--- src/rtl/mem_arb_pkg.sv ---
// Shared types and constants for the fetch/data memory arbiter.
package mem_arb_pkg;

    typedef enum logic [1:0] {
        IDLE,
        DM_BUSY,
        IF_BUSY
    } arb_state_t;

    localparam logic [3:0] BE_FULL = 4'hF;

endpackage

--- src/rtl/mem_arbiter_if.sv ---
// Requester and memory-side signals of the arbiter, grouped as one bundle.
interface mem_arbiter_if #(
    parameter int unsigned ADDR_W = 32,
    parameter int unsigned DATA_W = 32
);
    logic              if_req;
    logic [ADDR_W-1:0] if_addr;
    logic              if_kill;
    logic              if_valid;
    logic [DATA_W-1:0] if_rdata;
    logic              stall_f;

    logic              dm_req;
    logic              dm_we;
    logic [ADDR_W-1:0] dm_addr;
    logic [DATA_W-1:0] dm_wdata;
    logic [3:0]        dm_be;
    logic              dm_valid;
    logic [DATA_W-1:0] dm_rdata;
    logic              stall_m;

    logic              mem_req;
    logic              mem_we;
    logic [ADDR_W-1:0] mem_addr;
    logic [DATA_W-1:0] mem_wdata;
    logic [3:0]        mem_be;
    logic              mem_ack;
    logic [DATA_W-1:0] mem_rdata;

    logic              timeout_err;

    // Arbiter side
    modport slave (
        input  if_req, if_addr, if_kill,
        output if_valid, if_rdata, stall_f,
        input  dm_req, dm_we, dm_addr, dm_wdata, dm_be,
        output dm_valid, dm_rdata, stall_m,
        output mem_req, mem_we, mem_addr, mem_wdata, mem_be,
        input  mem_ack, mem_rdata,
        output timeout_err
    );

    // Pipeline and memory side
    modport master (
        output if_req, if_addr, if_kill,
        input  if_valid, if_rdata, stall_f,
        output dm_req, dm_we, dm_addr, dm_wdata, dm_be,
        input  dm_valid, dm_rdata, stall_m,
        input  mem_req, mem_we, mem_addr, mem_wdata, mem_be,
        output mem_ack, mem_rdata,
        input  timeout_err
    );

endinterface

--- src/rtl/mem_arb_watchdog.sv ---
// Counts busy cycles without an ack and flags expiry on the TIMEOUT-th one.
module mem_arb_watchdog #(
    parameter int unsigned TIMEOUT = 64
) (
    input  logic clk,
    input  logic rst,
    input  logic busy,
    input  logic ack,
    output logic expire
);
    localparam int unsigned CNT_W = (TIMEOUT > 1) ? $clog2(TIMEOUT) : 1;
    localparam logic [CNT_W-1:0] LAST = (TIMEOUT == 0) ? '0 : CNT_W'(TIMEOUT - 1);

    logic [CNT_W-1:0] countQ;

    // TIMEOUT of zero disables expiry; the counter then just wraps harmlessly.
    always_comb begin
        expire = (TIMEOUT != 0) && busy && !ack && (countQ == LAST);
    end

    always_ff @(posedge clk or posedge rst) begin
        if (rst) begin
            countQ <= '0;
        end else if (!busy || ack || expire) begin
            countQ <= '0;
        end else begin
            countQ <= countQ + 1'b1;
        end
    end

endmodule

--- src/rtl/mem_arbiter.sv ---
// Shares one single-ported memory between fetch and data access, one access in flight,
// data wins ties; supports fetch kill on redirect and a watchdog abort.
module mem_arbiter
    import mem_arb_pkg::*;
#(
    parameter int unsigned ADDR_W  = 32,
    parameter int unsigned DATA_W  = 32,
    parameter int unsigned TIMEOUT = 64
) (
    input logic          clk,
    input logic          rst,
    mem_arbiter_if.slave bus
);
    arb_state_t        stateQ, stateD;
    logic              killedQ, killedD;
    logic              memReqQ;
    logic              memWeQ;
    logic [ADDR_W-1:0] memAddrQ;
    logic [DATA_W-1:0] memWdataQ;
    logic [3:0]        memBeQ;

    logic busy, ack, expire, done;
    logic grantDm, grantIf;
    logic ifValid, dmValid;

    assign busy    = (stateQ != IDLE);
    assign ack     = busy & bus.mem_ack;
    assign done    = ack | expire;
    assign grantDm = (stateQ == IDLE) & bus.dm_req;
    assign grantIf = (stateQ == IDLE) & ~bus.dm_req & bus.if_req & ~bus.if_kill;

    mem_arb_watchdog #(
        .TIMEOUT(TIMEOUT)
    ) u_watchdog (
        .clk   (clk),
        .rst   (rst),
        .busy  (busy),
        .ack   (bus.mem_ack),
        .expire(expire)
    );

    always_comb begin
        stateD  = stateQ;
        killedD = killedQ;
        ifValid = 1'b0;
        dmValid = 1'b0;
        unique case (stateQ)
            IDLE: begin
                killedD = 1'b0;
                if (grantDm) begin
                    stateD = DM_BUSY;
                end else if (grantIf) begin
                    stateD = IF_BUSY;
                end
            end
            DM_BUSY: begin
                dmValid = ack;
                if (done) stateD = IDLE;
            end
            IF_BUSY: begin
                // A kill in the ack cycle itself still suppresses the instruction.
                ifValid = ack & ~killedQ & ~bus.if_kill;
                if (done) begin
                    stateD  = IDLE;
                    killedD = 1'b0;
                end else if (bus.if_kill) begin
                    killedD = 1'b1;
                end
            end
            default: stateD = IDLE;
        endcase
    end

    always_ff @(posedge clk or posedge rst) begin
        if (rst) begin
            stateQ    <= IDLE;
            killedQ   <= 1'b0;
            memReqQ   <= 1'b0;
            memWeQ    <= 1'b0;
            memAddrQ  <= '0;
            memWdataQ <= '0;
            memBeQ    <= '0;
        end else begin
            stateQ  <= stateD;
            killedQ <= killedD;
            memReqQ <= (stateD != IDLE);
            if (grantDm) begin
                memWeQ    <= bus.dm_we;
                memAddrQ  <= bus.dm_addr;
                memWdataQ <= bus.dm_wdata;
                memBeQ    <= bus.dm_be;
            end else if (grantIf) begin
                memWeQ   <= 1'b0;
                memAddrQ <= bus.if_addr;
                memBeQ   <= BE_FULL;
            end
        end
    end

    assign bus.mem_req     = memReqQ;
    assign bus.mem_we      = memWeQ;
    assign bus.mem_addr    = memAddrQ;
    assign bus.mem_wdata   = memWdataQ;
    assign bus.mem_be      = memBeQ;

    assign bus.if_valid    = ifValid;
    assign bus.if_rdata    = ifValid ? bus.mem_rdata : '0;
    assign bus.dm_valid    = dmValid;
    assign bus.dm_rdata    = (dmValid & ~memWeQ) ? bus.mem_rdata : '0;
    assign bus.stall_f     = bus.if_req & ~ifValid;
    assign bus.stall_m     = bus.dm_req & ~dmValid;
    assign bus.timeout_err = expire;

endmodule

--- src/flat_wrapper.sv ---
// flat-port wrapper written by rule: the top's interface ports become plain ports
module mem_arbiter_flat import mem_arb_pkg::*;
#(
    parameter int unsigned ADDR_W  = 32,
    parameter int unsigned DATA_W  = 32,
    parameter int unsigned TIMEOUT = 64
)
  (clk, rst, bus_if_req, bus_if_addr, bus_if_kill, bus_if_valid, bus_if_rdata, bus_stall_f, bus_dm_req, bus_dm_we, bus_dm_addr, bus_dm_wdata, bus_dm_be, bus_dm_valid, bus_dm_rdata, bus_stall_m, bus_mem_req, bus_mem_we, bus_mem_addr, bus_mem_wdata, bus_mem_be, bus_mem_ack, bus_mem_rdata, bus_timeout_err);
  mem_arbiter_if #(.ADDR_W(ADDR_W), .DATA_W(DATA_W)) bus_i ();
  input logic clk;
  input logic rst;
  input wire logic [$bits(bus_i.if_req)-1:0] bus_if_req;
  input wire logic [$bits(bus_i.if_addr)-1:0] bus_if_addr;
  input wire logic [$bits(bus_i.if_kill)-1:0] bus_if_kill;
  output wire logic [$bits(bus_i.if_valid)-1:0] bus_if_valid;
  output wire logic [$bits(bus_i.if_rdata)-1:0] bus_if_rdata;
  output wire logic [$bits(bus_i.stall_f)-1:0] bus_stall_f;
  input wire logic [$bits(bus_i.dm_req)-1:0] bus_dm_req;
  input wire logic [$bits(bus_i.dm_we)-1:0] bus_dm_we;
  input wire logic [$bits(bus_i.dm_addr)-1:0] bus_dm_addr;
  input wire logic [$bits(bus_i.dm_wdata)-1:0] bus_dm_wdata;
  input wire logic [$bits(bus_i.dm_be)-1:0] bus_dm_be;
  output wire logic [$bits(bus_i.dm_valid)-1:0] bus_dm_valid;
  output wire logic [$bits(bus_i.dm_rdata)-1:0] bus_dm_rdata;
  output wire logic [$bits(bus_i.stall_m)-1:0] bus_stall_m;
  output wire logic [$bits(bus_i.mem_req)-1:0] bus_mem_req;
  output wire logic [$bits(bus_i.mem_we)-1:0] bus_mem_we;
  output wire logic [$bits(bus_i.mem_addr)-1:0] bus_mem_addr;
  output wire logic [$bits(bus_i.mem_wdata)-1:0] bus_mem_wdata;
  output wire logic [$bits(bus_i.mem_be)-1:0] bus_mem_be;
  input wire logic [$bits(bus_i.mem_ack)-1:0] bus_mem_ack;
  input wire logic [$bits(bus_i.mem_rdata)-1:0] bus_mem_rdata;
  output wire logic [$bits(bus_i.timeout_err)-1:0] bus_timeout_err;
  assign bus_i.if_req = bus_if_req;
  assign bus_i.if_addr = bus_if_addr;
  assign bus_i.if_kill = bus_if_kill;
  assign bus_if_valid = bus_i.if_valid;
  assign bus_if_rdata = bus_i.if_rdata;
  assign bus_stall_f = bus_i.stall_f;
  assign bus_i.dm_req = bus_dm_req;
  assign bus_i.dm_we = bus_dm_we;
  assign bus_i.dm_addr = bus_dm_addr;
  assign bus_i.dm_wdata = bus_dm_wdata;
  assign bus_i.dm_be = bus_dm_be;
  assign bus_dm_valid = bus_i.dm_valid;
  assign bus_dm_rdata = bus_i.dm_rdata;
  assign bus_stall_m = bus_i.stall_m;
  assign bus_mem_req = bus_i.mem_req;
  assign bus_mem_we = bus_i.mem_we;
  assign bus_mem_addr = bus_i.mem_addr;
  assign bus_mem_wdata = bus_i.mem_wdata;
  assign bus_mem_be = bus_i.mem_be;
  assign bus_i.mem_ack = bus_mem_ack;
  assign bus_i.mem_rdata = bus_mem_rdata;
  assign bus_timeout_err = bus_i.timeout_err;
  mem_arbiter #(.ADDR_W(ADDR_W), .DATA_W(DATA_W), .TIMEOUT(TIMEOUT)) u_core (.clk(clk), .rst(rst), .bus(bus_i));
endmodule
--- config.mk ---
export PLATFORM = sky130hd
export DESIGN_NAME = mem_arbiter_flat
export DESIGN_NICKNAME = d
export VERILOG_FILES = /design/src/rtl/mem_arb_pkg.sv /design/src/rtl/mem_arbiter_if.sv /design/src/rtl/mem_arb_watchdog.sv /design/src/rtl/mem_arbiter.sv /design/src/flat_wrapper.sv
export SDC_FILE = /design/constraint.sdc
export NUM_CORES = 1
export LEC_CHECK = 0
export CAP_MARGIN = 30
export CORE_AREA = 2 2 108 110
export DETAILED_ROUTE_END_ITERATION = 8
export DIE_AREA = 0 0 110 112
export DONT_BUFFER_PORTS = 1
export SLEW_MARGIN = 15
export SYNTH_ARGS = -nofsm -noshare
export SYNTH_HDL_FRONTEND = slang
export SYNTH_SLANG_ARGS = --single-unit
export TNS_END_PERCENT = 30
--- constraint.sdc ---
create_clock -name clk -period 3.5 [get_ports clk]
set_input_delay 0.525 -clock clk [delete_from_list [all_inputs] [get_ports clk]]
set_output_delay 0.525 -clock clk [all_outputs]
set_load 0.02 [all_outputs]
* After elaboration in Yosys (flattened, before gate mapping)
Index checks and enable logic that the tools add are counted.
Cells by class: eq/ne operators 4, bitwise logic cells 17, muxes and demuxes 18, reduce and logical (&&, ||, !) cells 13, add/sub/neg operators 1
Operator list (number):
- $mux 32 | 4
- $and 1x1->1 | 10
- $mux 4 | 2
- $reduce_bool 2->1 | 4
- $add 6x1->6 const B | 1
- $eq 6x6->1 const B | 1
- $mux 1 | 6
- $mux 2 | 3
- $mux 6 | 1
- $not 1->1 | 6
- $pmux 2 s2 | 1
- $ne 3x2->1 const B | 1
- $eq 2x1->1 const B | 1
- $eq 2x2->1 const B | 1
- $logic_and 1x1->1 | 2
- $logic_not 1->1 | 2
- $logic_not 2->1 | 1
- $logic_or 1x1->1 | 2
- $pmux 1 s2 | 1
- $reduce_and 2->1 | 1
- $reduce_or 2->1 | 1
- $or 1x1->1 | 1
Storage, ports and cells: flip-flop bits (word level) 79, output and inout bits 139

* Depth between registers and ports, before layout
depth in word-level cells 8, depth in mapped cells 8, gate-level depth less buffers 6

* Hierarchy
A second synthesis with hierarchy kept.
Second synthesis, totals: cell total of the unflattened synthesis 351, area total of the unflattened synthesis 3819.9 µm²
Modules (own cells, without submodules):
- mem_arbiter | instances 1, sequential area each 1826.8 µm², cells an instance 323, area an instance 3539.6 µm²
- mem_arb_watchdog | instances 1, sequential area each 150.1 µm², cells an instance 28, area an instance 280.3 µm²

* Least setup slack after synthesis
No wires, ideal clock.
kind reg-to-output, from register u_core.stateQ[1], to output bus_if_rdata[22], stages on the path, launching flop included 9, arrival time 1.750 ns, setup slack 1.225 ns, cell sequence dfrtp_1 inv_1 ha_1 buf_2 nor2b_1 and3_1 clkbuf_1 buf_2 and2_1
Between the ends: cells in the longest elaborated chain, start to end 6, elaborated cells on any way between the ends 7
RTL lines:
- start, declared | line mem_arbiter.sv:14 | arb_state_t stateQ, stateD;
- start signal, assigned | line mem_arbiter.sv:84 | stateQ <= stateD;
- $reduce_bool 2->1 | line mem_arbiter.sv:26 | assign busy = (stateQ != IDLE);
- $and 1x1->1 | line mem_arbiter.sv:27 | assign ack = busy & bus.mem_ack;
- $and 1x1->1 (2 in series) | line mem_arbiter.sv:62 | ifValid = ack & ~killedQ & ~bus.if_kill;
- $mux 1 * | line mem_arbiter.sv:47 | unique case (stateQ)
- net bus_if_valid | line flat_wrapper.sv:15 | output wire logic [$bits(bus_i.if_valid)-1:0] bus_if_valid;
- $mux 32 * | line mem_arbiter.sv:107 | assign bus.if_rdata = ifValid ? bus.mem_rdata : '0;
- end, declared | line flat_wrapper.sv:16 | output wire logic [$bits(bus_i.if_rdata)-1:0] bus_if_rdata;
The timed path passes the listed nets; every way through them passes the cells marked *.

* Worst setup path in the final report
from register u_core.stateQ[1], to output bus_if_rdata[13]
Between the ends: cells in the longest elaborated chain, start to end 6, elaborated cells on any way between the ends 7
RTL lines (line):
- $reduce_bool 2->1 | mem_arbiter.sv:26
- $and 1x1->1 | mem_arbiter.sv:27
- $and 1x1->1 (2 in series) | mem_arbiter.sv:62
- $mux 1 * | mem_arbiter.sv:47
- $mux 32 * | mem_arbiter.sv:107
Every way passes the cells marked *; elsewhere a longest branch is shown, timed or not.

==> results.py <==
metrics = {
    "status": {
        "status": "complete, no violations",
    },
    "synthesis": {
        "ys_seq_area_share_pct": 50.7,
        "synth.most_common_cell": "dfrtp_1",
        "syn_inst": 371,
        "synth.distinct_cells": 33,
        "synth_top_area_cell": "dfrtp_1",
        "synth_ff_type": "dfrtp_1",
        "syn_area_per_cell_um2": 10.5,
        "yosys_warnings": 0,
        "async_reset_ff_share_pct": 100,
        "syn_area_mm2": 0.00390,
        "synth_common_cells": "dfrtp_1 (79), and2_1 (65), nor2_1 (47)",
        "synth_fp_nets": 516,
        "synth_top_area_share_pct": 50.7,
        "synth_edf_count": 0,
        "synth.top_cells.by_area": "dfrtp_1 (51%), and2_1 (10%), mux2_2 (9.2%)",
        "synth_seq_cells": 79,
    },
    "worst_setup_path": {
        "cp-endpoint": "bus_if_rdata[13]",
        "cp-end-kind": "output port",
        "crit_type": "flop to output port",
        "path_max_fanout": 34,
        "cp.required_ns": 2.97,
        "r2r_start": "u_core.stateQ[1]",
        "start_kind": "flop",
        "cp.arrival_ns": 2.41,
        "cp-startpoint": "u_core.stateQ[1]",
        "rrSetupSlack_ns": 1.22,
        "rr_worst_depth": 6,
        "timing.rr.end": "u_core.bus.mem_addr[0]",
    },
    "layout": {
        "fill_cells": 1091,
        "drive_above_1_share_pct": 16.0,
        "antenna_cells": 0,
        "nets": 509,
        "layout.cells.non_filler": 511,
        "synthToLayoutAreaGrowth_pct": 12.2,
    },
    "floorplanning": {
        "row_count": 39,
        "initial_utilization_pct": 34.9,
        "die_y_um": 112,
        "core_mm2": 0.0112,
        "io-pin-count": 278,
        "die_w_um": 110,
        "die-area_mm2": 0.0123,
    },
    "global_routing": {
        "grt_max_degree": 61,
        "grt_pass1_vias": 2580,
        "grt.total_usage_pct": 15.5,
        "overflow": 0,
        "antenna_found_initial": 0,
        "grt_pass1_wl_um": 14300,
    },
    "clocking": {
        "cts_hold_buf": 0,
        "insertion_delay_ns": 0.33,
        "cts-root-buf": "clkbuf_16",
        "cts_tree": "done",
        "postCtsSetupBuffers": 0,
        "htree_levels": 3,
        "numClockSinks": 79,
        "post_cts_resized": 0,
        "cts_buffers": 9,
        "cts_max_path_buffers": 2,
        "clkTransAtPathRegs_ns": 0.06,
    },
    "timing": {
        "finalSetupTns_ns": 0,
        "fin_skew_ns": 0.00379,
        "setup_viol": 0,
        "worstMarginPinSlew_ns": 0.776,
        "relSlewSlack_pct": 48.2,
        "finalCriticalPeriod_ns": 2.94,
        "max_clock_freq_mhz": 340,
        "min_period_over_period_pct": 84.0,
        "drv_slew": 0,
        "finalHoldViolations": 0,
        "rsz0062_at_grt": "no",
    },
    "pwr": {
        "p_int_mw": 2.37,
        "clkPwrFrac_pct": 24.5,
        "switchingPower_mw": 1.65,
        "ir_drop_mv": 0.515,
        "comb_power_share_pct": 21.7,
        "powerDensity_mw_per_mm2": 918,
        "leakage_nw": 1.83,
        "p_total_mw": 4.01,
        "switching_share_pct": 41.0,
        "p_seq_share_pct": 53.7,
    },
    "route": {
        "drtPass1Iterations": 4,
        "wl_per_cell_um": 19.4,
        "routed_wl_um": 9900,
        "drt_iter0_drc": 114,
        "post-route-drc-count": 0,
        "vias": 2715,
        "postRouteAntennaNets": 0,
        "via_per_inst": 5.31,
    },
    "placed_design": {
        "globalplace.congestion": 0.768,
        "numPortBuffers": 0,
        "place_hpwl_um": 7870,
        "dpl.cell_count": 496,
    },
    "flow_run": {
        "maxCapViolCount": 0,
    },
    "hold_path": {
        "min_path_type": "primary input to asynchronous set/reset pin",
    },
}
==> cell type report <==
class | instances | area (um2) | share of cell area, %
Sequential cell | 79 | 1980 | 45.2
Multi-Input combinational cell | 260 | 1790 | 40.8
Clock buffer | 9 | 225 | 5.15
Tap cell | 143 | 179 | 4.09
Clock inverter | 6 | 93.8 | 2.15
Timing Repair Buffer | 7 | 85.1 | 1.95
Inverter | 7 | 27.5 | 0.629
==> power groups by stage <==
stage          logic (mW)  registers, mW  clock network, mW
2_1_floorplan       0.748           2.05                  0
3_3_place_gp        0.832           2.17                  0
3_5_place_dp        0.894           2.17                  0
4_1_cts             0.885           2.17               1.01
5_1_grt             0.991           2.21               1.05
6_report            0.872           2.16              0.985
==> cell usage in the layout, fill, tap and decap left out, types with 2 or more instances in the layout <==
cell,n
a21oi_1,40
and3_1,2
clkbuf_16,9
and2_1,65
xor2_1,2
bufinv_16,2
inv_1,6
nor3_1,3
mux2_2,32
buf_4,5
clkinv_4,2
o21ai_0,3
nand2_1,3
mux2i_1,32
ha_1,6
nand3_1,7
nor2b_1,3
xnor2_1,2
nor2_1,47
dfrtp_1,79
==> metal layers <==
metal | vias up | global-route usage (%) | share of wire [%]
li1 | 1221 | - | -
met1 | 1304 | 16.7 | 34
met2 | 180 | 27.1 | 52
met3 | 10 | 6.15 | 12
met4 | 0 | 5.57 | 1.5
met5 | - | 0 | 0
==> worst max-delay path, stage by stage, from the launching register on <==
cell,delay (ns)
dfrtp_1,0.44
inv_1,0.14
ha_1,0.31
nor2b_1,0.17
and3_1,0.68
and2_1,0.35
==> per-stage QoR <==
stage,hold WS (ns),instance area (um2),util (%),worst slack [ns]
detailed placement,0.362,4060,36.3,0.887
global placement,0.445,4010,35.9,1.02
global route,0.0134,4370,39.1,0.245
finish,0.00769,4370,39.1,0.562
floorplan,0.431,3900,-,0.952
CTS,0.00587,4370,39.1,0.531
==> registers in the layout, summed over array words and instances, names as in the netlist <==
| register | flops |
|---|---|
| u_core.bus.mem_be | 4 |
| u_core.u_watchdog.countQ | 6 |
| u_core.stateQ | 2 |
| u_core.bus.mem_we | 1 |
| u_core.bus.mem_req | 1 |
| u_core.bus.mem_addr | 32 |
| u_core.killedQ | 1 |
| u_core.bus.mem_wdata | 32 |
==> cell families (layout without fill, tap and decap cells) <==
| family | after synthesis | count (layout) | synth area share (%) |
|---|---|---|---|
| adders and majority gates | 6 | 6 | 1.93 |
| buffers and inverters | 32 | 29 | 3.66 |
| AOI/OAI and AO/OA | 51 | 51 | 7.09 |
| and+or+nand+nor | 135 | 135 | 18.3 |
| muxes | 64 | 64 | 17.5 |
| xor gates and xnor gates | 4 | 4 | 0.899 |
| DFF | 79 | 79 | 50.7 |
==> worst min-delay path by stage <==
stage                     cells past startpoint                        start  slack [ns]                           to
after CTS                                     1                          rst       0.006     u_core.bus.mem_wdata[10]
after global routing                          1                          rst        0.01      u_core.bus.mem_wdata[9]
final                                         1                          rst       0.008      u_core.bus.mem_wdata[9]
after global placement                        1  u_core.u_watchdog.countQ[0]        0.45  u_core.u_watchdog.countQ[0]
after floorplan                               1  u_core.u_watchdog.countQ[0]        0.43  u_core.u_watchdog.countQ[0]
after detailed placement                      1                          rst        0.36     u_core.bus.mem_wdata[10]
No activity file was read; power rests on OpenSTA's default activity.
